`config.mk`:
```
export PLATFORM = sky130hd
export DESIGN_NAME = cond_prop_monitor
export DESIGN_NICKNAME = d
export VERILOG_FILES = /design/src/rtl/cond_mon_pkg.sv /design/src/rtl/cond_mon_chan.sv /design/src/rtl/cond_prop_monitor.sv
export SDC_FILE = /design/constraint.sdc
export NUM_CORES = 1
export LEC_CHECK = 0
export CORE_MARGIN = 8
export CORE_UTILIZATION = 45
export CTS_CLUSTER_SIZE = 10
export DETAILED_ROUTE_END_ITERATION = 8
export DONT_BUFFER_PORTS = 1
export PLACE_DENSITY = 0.64
export SYNTH_ARGS = -nofsm -noshare
export SYNTH_HDL_FRONTEND = slang
export SYNTH_HIERARCHICAL = 1
export SYNTH_SLANG_ARGS = --single-unit
```
`constraint.sdc`:
```
create_clock -name clk -period 5.13 [get_ports clk]
set_input_delay 1.026 -clock clk [delete_from_list [all_inputs] [get_ports clk]]
set_output_delay 1.026 -clock clk [all_outputs]
set_load 0.01 [all_outputs]
```
`src/rtl/cond_mon_pkg.sv`:
```
// Shared types and helpers for the conditional-property monitor: channel modes,
// channel FSM states and the saturating adder used by the failure counter.
package cond_mon_pkg;

  typedef enum logic [1:0] {
    IMM = 2'd0,
    HS  = 2'd1,
    WIN = 2'd2,
    SEQ = 2'd3
  } mode_e;

  typedef enum logic [1:0] {
    IDLE = 2'd0,
    WAIT = 2'd1,
    S1   = 2'd2,
    S2   = 2'd3
  } chan_state_e;

  // Adds inc to count and clamps the result at max_val instead of wrapping.
  function automatic int unsigned sat_add(input int unsigned count,
                                          input int unsigned inc,
                                          input int unsigned max_val);
    longint unsigned sum;
    sum = 64'(count) + 64'(inc);
    return (sum > 64'(max_val)) ? max_val : 32'(sum);
  endfunction

endpackage

```
`src/rtl/cond_mon_chan.sv`:
```
// One checker channel: IMM/HS evaluated in IDLE, WIN/SEQ tracked by a small FSM.
// Concurrent assertions/covers are emitted only when COND_PROP_MON_SVA_EN is defined.
module cond_mon_chan
  import cond_mon_pkg::*;
#(
  parameter int MIN_DLY = 1,
  parameter int MAX_DLY = 3,
  parameter int DLY_W   = 4
) (
  input  logic       clk,
  input  logic       rst,
  input  logic       en,
  input  logic [1:0] mode,
  input  logic       req,
  input  logic       ack,
  input  logic       valid,
  input  logic       ready,
  output logic       busy,
  output logic       fail,
  output logic       fail_d
);

  localparam logic [DLY_W:0] MIN_K = (DLY_W + 1)'(MIN_DLY);
  localparam logic [DLY_W:0] MAX_K = (DLY_W + 1)'(MAX_DLY);

  mode_e            mode_in;
  chan_state_e      state, state_d;
  logic [DLY_W-1:0] cnt, cnt_d;
  logic [DLY_W:0]   k;

  assign mode_in = mode_e'(mode);
  // cnt holds the offset of the previous cycle; k is the ack offset seen now.
  assign k       = {1'b0, cnt} + (DLY_W + 1)'(1);
  assign busy    = (state != IDLE);

  always_comb begin
    state_d = state;
    cnt_d   = cnt;
    fail_d  = 1'b0;
    if (!en) begin
      state_d = IDLE;
      cnt_d   = '0;
    end else begin
      unique case (state)
        IDLE: begin
          unique case (mode_in)
            IMM: fail_d = req & ~ack;
            HS:  fail_d = valid & ~ready;
            WIN: if (req) begin
              state_d = WAIT;
              cnt_d   = '0;
            end
            SEQ: if (req) state_d = S1;
            default: ;
          endcase
        end
        WAIT: begin
          cnt_d = cnt + DLY_W'(1);
          if (ack && (k >= MIN_K)) begin
            state_d = IDLE;
          end else if (k >= MAX_K) begin
            state_d = IDLE;
            fail_d  = 1'b1;
          end
        end
        S1: begin
          if (valid) begin
            state_d = S2;
          end else begin
            state_d = IDLE;
            fail_d  = 1'b1;
          end
        end
        S2: begin
          state_d = IDLE;
          fail_d  = ~ready;
        end
        default: state_d = IDLE;
      endcase
    end
  end

  // State and fail pulse register; the delay counter is datapath and not reset.
  always_ff @(posedge clk) begin
    if (rst) begin
      state <= IDLE;
      fail  <= 1'b0;
    end else begin
      state <= state_d;
      fail  <= fail_d;
    end
    cnt <= cnt_d;
  end

`ifdef COND_PROP_MON_SVA_EN
  mode_e mode_q;
  logic  trig;

  assign trig = (state == IDLE) && req && ((mode_in == WIN) || (mode_in == SEQ));

  always_ff @(posedge clk) begin
    if (trig) mode_q <= mode_in;
  end

  property p_multi_cycle;
    @(posedge clk) disable iff (rst || !en)
      trig |=> if (mode_q == WIN) (##[MIN_DLY-1:MAX_DLY-1] ack)
               else (valid ##1 ready);
  endproperty

  a_multi_cycle: assert property (p_multi_cycle);
  a_imm: assert property (@(posedge clk) disable iff (rst || !en)
    ((state == IDLE) && (mode_in == IMM) && req) |-> ack);
  a_hs: assert property (@(posedge clk) disable iff (rst || !en)
    ((state == IDLE) && (mode_in == HS) && valid) |-> ready);
  a_fail_agree: assert property (@(posedge clk) disable iff (rst)
    fail_d |=> fail);

  c_imm_pass: cover property (@(posedge clk) disable iff (rst || !en)
    (state == IDLE) && (mode_in == IMM) && req && ack);
  c_hs_pass: cover property (@(posedge clk) disable iff (rst || !en)
    (state == IDLE) && (mode_in == HS) && valid && ready);
  c_win_pass: cover property (@(posedge clk) disable iff (rst || !en)
    (state == WAIT) && ack && (k >= MIN_K));
  c_seq_pass: cover property (@(posedge clk) disable iff (rst || !en)
    (state == S2) && ready);
`endif

endmodule

```
`src/rtl/cond_prop_monitor.sv`:
```
// Multi-channel conditional-property monitor: per-channel checkers plus sticky
// flags and a saturating failure count. Optional SVA via COND_PROP_MON_SVA_EN.
module cond_prop_monitor
  import cond_mon_pkg::*;
#(
  parameter int NCH     = 4,
  parameter int MIN_DLY = 1,
  parameter int MAX_DLY = 3,
  parameter int DLY_W   = 4,
  parameter int CNT_W   = 8
) (
  input  logic             clk,
  input  logic             rst,
  input  logic             en,
  input  logic [2*NCH-1:0] mode,
  input  logic [NCH-1:0]   req,
  input  logic [NCH-1:0]   ack,
  input  logic [NCH-1:0]   valid,
  input  logic [NCH-1:0]   ready,
  output logic [NCH-1:0]   busy,
  output logic [NCH-1:0]   fail,
  output logic [NCH-1:0]   fail_sticky,
  output logic [CNT_W-1:0] fail_count
);

  localparam int unsigned CNT_MAX = 32'({CNT_W{1'b1}});

  logic [NCH-1:0] fail_d;
  int unsigned    nfail;

  for (genvar i = 0; i < NCH; i++) begin : g_ch
    cond_mon_chan #(
      .MIN_DLY (MIN_DLY),
      .MAX_DLY (MAX_DLY),
      .DLY_W   (DLY_W)
    ) u_chan (
      .clk    (clk),
      .rst    (rst),
      .en     (en),
      .mode   (mode[2*i +: 2]),
      .req    (req[i]),
      .ack    (ack[i]),
      .valid  (valid[i]),
      .ready  (ready[i]),
      .busy   (busy[i]),
      .fail   (fail[i]),
      .fail_d (fail_d[i])
    );
  end

  always_comb begin
    nfail = 0;
    for (int i = 0; i < NCH; i++) nfail += {31'd0, fail_d[i]};
  end

  // Sticky flags and count follow the pre-register fail so they update with the pulse.
  always_ff @(posedge clk) begin
    if (rst) begin
      fail_sticky <= '0;
      fail_count  <= '0;
    end else begin
      fail_sticky <= fail_sticky | fail_d;
      fail_count  <= CNT_W'(sat_add(32'(fail_count), nfail, CNT_MAX));
    end
  end

endmodule
```
==> impl_results.md <==
- Antenna violations before repair: 0
- Non-Filler Instances: 363
- Worst-path clk slew: 0.08 ns
- FP Rows: 26
- Layout net count: 335
- Synth top area cells: dfxtp_1 (34%), ha_1 (6.8%), nand2_1 (5.1%), nor2_1 (4.7%), a21oi_1 (4.6%)
- Critical Path End Type: register
- Syn nets: 329
- Max Slew Vio Count: 0
- Synthesized flop and latch total: 40
- Worst skew pair latency: 0.29 ns
- CTS tree: built
- CP delay by family, top: adder cells
- Final Cycle Share: 73.22%
- TritonCTS Sinks: 40
- Synth cell types: 37
- R2r setup slk: 1.37 ns
- CP max stage delay: 0.48 ns
- Global Route Usage Sum: 13.58%
- # DRC: 0
- Synth Warn #: 6
- Setup Crit Path Kind: register to register
- HP Class: register to register
- Die height: 88.65 µm
- Wire per inst: 14.46 µm
- Vias/cell: 5.667
- Syn Area/Cell: 8.303 µm²
- Pwr dens: 237.2 mW/mm²
- Worst rel slew slack: 68.92%
- Slowest cell on crit path: fa_1
- Fmax: 266.2 MHz
- Met1 GRT Util: 16.05%
- Cts repair resizes: 0
- Met2 Use GR: 22.10%
- Number of max-cap violations: 0
- Initial DRC Count: 72
- Final setup viols: 0
- TritonCTS buffer count: 5
- Area share of the largest cell type after synthesis: 33.72%
- Worst-path fanout max: 9
- First-pass GRT wire length: 8625 µm
- Reg2Reg Depth: 13
- Final ANT Viol Nets: 0
- Core footprint: 0.005107 mm²
- Maximum number of pins on one net before global-route repair: 17
- Worst Tran Pin Value: 0.4645 ns
- Vias in the first global route: 1958
- Number of post-CTS setup repair buffers: 0
- H-tree depth: 2
- R2r endpoint: fail_count[6]$_SDFF_PP0_
- Die area: 0.007858 mm²
- Port buffer count: 0
- Outcome: complete, no violations
- Hold_buf cts: 0
- WP buf/inv: 3
- Sequential-to-total area share from yosys stat: 33.72%
- Mapped Cells: 286
- First-pass DRT Iterations: 4
- Routability Congestion: 0.7798
- Proportion of layout cells with a drive suffix above 1: 6.485%
- CP cell instances: inv_1 -> ha_1 -> or3b_1 -> o311a_1 -> a211oi_1 -> fa_1 -> inv_1 -> fa_1 -> inv_1 -> fa_1 -> and4_4 -> and4b_1 -> nor3_1
- Synth area leader: dfxtp_1
- Congestion Overflow GR: 0
- Hold Vio Cnt, Final: 0
- Via count: 2057
- Tmin final: 3.756 ns
- RSZ-0062 raised after global routing: no
- # IOs: 47
- Critical Path AT: 3.97 ns
- Reg2reg start: g_ch[0].u_chan/cnt[0]$_SDFFE_PN0P_
- Root buffer cell: clkbuf_8
- Busiest grt layer: met2
- CP Launch Type: register
- Die X: 88.65 µm
- Met3 Track Usage GR: 4.735%
- Crit. Startpoint: g_ch[0].u_chan/cnt[0]$_SDFFE_PN0P_
- Worst IR Drop VDD: 97.35 µV
- Lkg Pwr: 0.0009688 µW
- Final TNS setup: 0 ns
- Final Routed Wirelength: 5249 µm
- # placed instances: 355
- N_diodes: 0
- Initial core utilization: 46.50%
- WP data required: 5.35 ns
- Area growth, synth to finish: 7.482%
- Critical path depth: 13
- Clock Tree Buf Depth: 2
- Fin Clk Skew: 0.004095 ns
- Total Power: 605.5 µW
- End of the critical path: fail_count[6]$_SDFF_PP0_
- Netlist Area Pre-Place: 0.002375 mm²
- HPWL after DPL: 4049 µm
-- cell usage after synthesis --
library cell   n
nand3b_1       4
and4b_1        1
a211oi_1      13
nand2b_1       4
or3b_1         4
inv_1         25
or2_2          4
nand3_1       18
nor2_1        30
a2bb2oi_1      8
clkbuf_1       1
a311oi_1       8
nor4b_1        4
xor2_1         1
dfxtp_1       40
ha_1          13
xnor2_1        2
or4_1          4
a31oi_1        1
o21ai_0        6
o22ai_1        4
o311a_1        4
or3_1          4
a21oi_1       22
o41ai_1        4
and2b_2        4
a21boi_0       4
and3_1         1
nand4_4        1
and4_4         1
fa_1           3
nor2b_2        1
nor3_1         1
a41oi_1        4
o2111a_2       1
nand2_1       32
nor4bb_1       4
-- worst min-delay path, stage by stage (launching register included) --
cell and delay [ns]:
dfxtp_1 0.35, nor2_1 0.09, nor2_1 0.04
-- how the worst min path moves through the flow --
stage / from / end / slack [ns] / cells past startpoint
3_3_place_gp: fail_sticky[3]$_SDFF_PP0_ / fail_sticky[3]$_SDFF_PP0_ / 0.51 / 2
3_5_place_dp: fail_sticky[3]$_SDFF_PP0_ / fail_sticky[3]$_SDFF_PP0_ / 0.51 / 2
6_report: fail_sticky[3]$_SDFF_PP0_ / fail_sticky[3]$_SDFF_PP0_ / 0.51 / 2
4_1_cts: fail_sticky[3]$_SDFF_PP0_ / fail_sticky[3]$_SDFF_PP0_ / 0.52 / 2
5_1_grt: fail_sticky[3]$_SDFF_PP0_ / fail_sticky[3]$_SDFF_PP0_ / 0.53 / 2
2_1_floorplan: g_ch[0].u_chan/cnt[3]$_SDFFE_PN0P_ / g_ch[0].u_chan/cnt[3]$_SDFFE_PN0P_ / 0.49 / 1
-- area by class of cell --
class / count / area [µm²]
clock inverters: 1 / 7.507
flip-flops and latches: 40 / 800.8
inverters: 25 / 93.84
clock buffers: 7 / 86.33
well taps: 70 / 87.58
multi-input cells: 220 / 1476
fillers: 506 / 2555
-- per-layer routing --
layer	wire [µm]	up-vias
met2	2372	46
li1	-	1076
met1	2375	929
met5	0	-
met4	64	0
met3	437	6
-- through the flow --
stage / setup slack [ns] / util [%] / hold WS [ns] / instance area, µm²
floorplan: 1.607 / - / 0.4890 / 2375
global placement: 1.476 / 48.14 / 0.5105 / 2459
detailed placement: 1.383 / 48.14 / 0.5112 / 2459
CTS: 1.365 / 49.98 / 0.5233 / 2552
global route: 1.093 / 49.98 / 0.5334 / 2552
finish: 1.374 / 49.98 / 0.5144 / 2552
-- report_power, final --
part,internal [µW],leakage (µW),switching [µW]
combinational,25.3,0.000601,30.8
sequential,319,0.000324,12.9
clock,109,0.0000445,108
total,454,0.000969,152
-- cells in the final DEF, fill, tap and decap left out, types with 2 or more instances in the layout --
master     netlist  final
ha_1            13     13
a41oi_1          4      4
and2b_2          4      4
nand2_1         32     32
inv_1           25     25
or2_2            4      4
or3b_1           4      4
nand3b_1         4      4
nor4b_1          4      4
nor4bb_1         4      4
xnor2_1          2      2
a211oi_1        13     13
nand2b_1         4      4
or3_1            4      4
o21ai_0          6      6
dfxtp_1         40     40
nor2_1          30     30
a2bb2oi_1        8      8
o41ai_1          4      4
fa_1             3      3
o22ai_1          4      4
a21boi_0         4      4
nand3_1         18     18
o311a_1          4      4
a311oi_1         8      8
clkbuf_8         0      6
or4_1            4      4
a21oi_1         22     22
-- sequential cells by signal (all words and copies together), names as in the netlist --
name,flops
fail_count,8
fail_sticky,4
g_ch.u_chan/cnt,16
g_ch.u_chan/fail,4
g_ch.u_chan/state,8
-- kinds of logic after synthesis --
group	after synthesis	share of synthesized area, %
AO/OA/AOI/OAI	79	23.66
XOR/XNOR	3	1.107
adder cells (fa/ha/maj)	16	9.379
buffers and inverters	26	4.109
flip-flops	40	33.72
AND/OR/NAND/NOR	122	28.03
(Power assumes the default switching activity.)
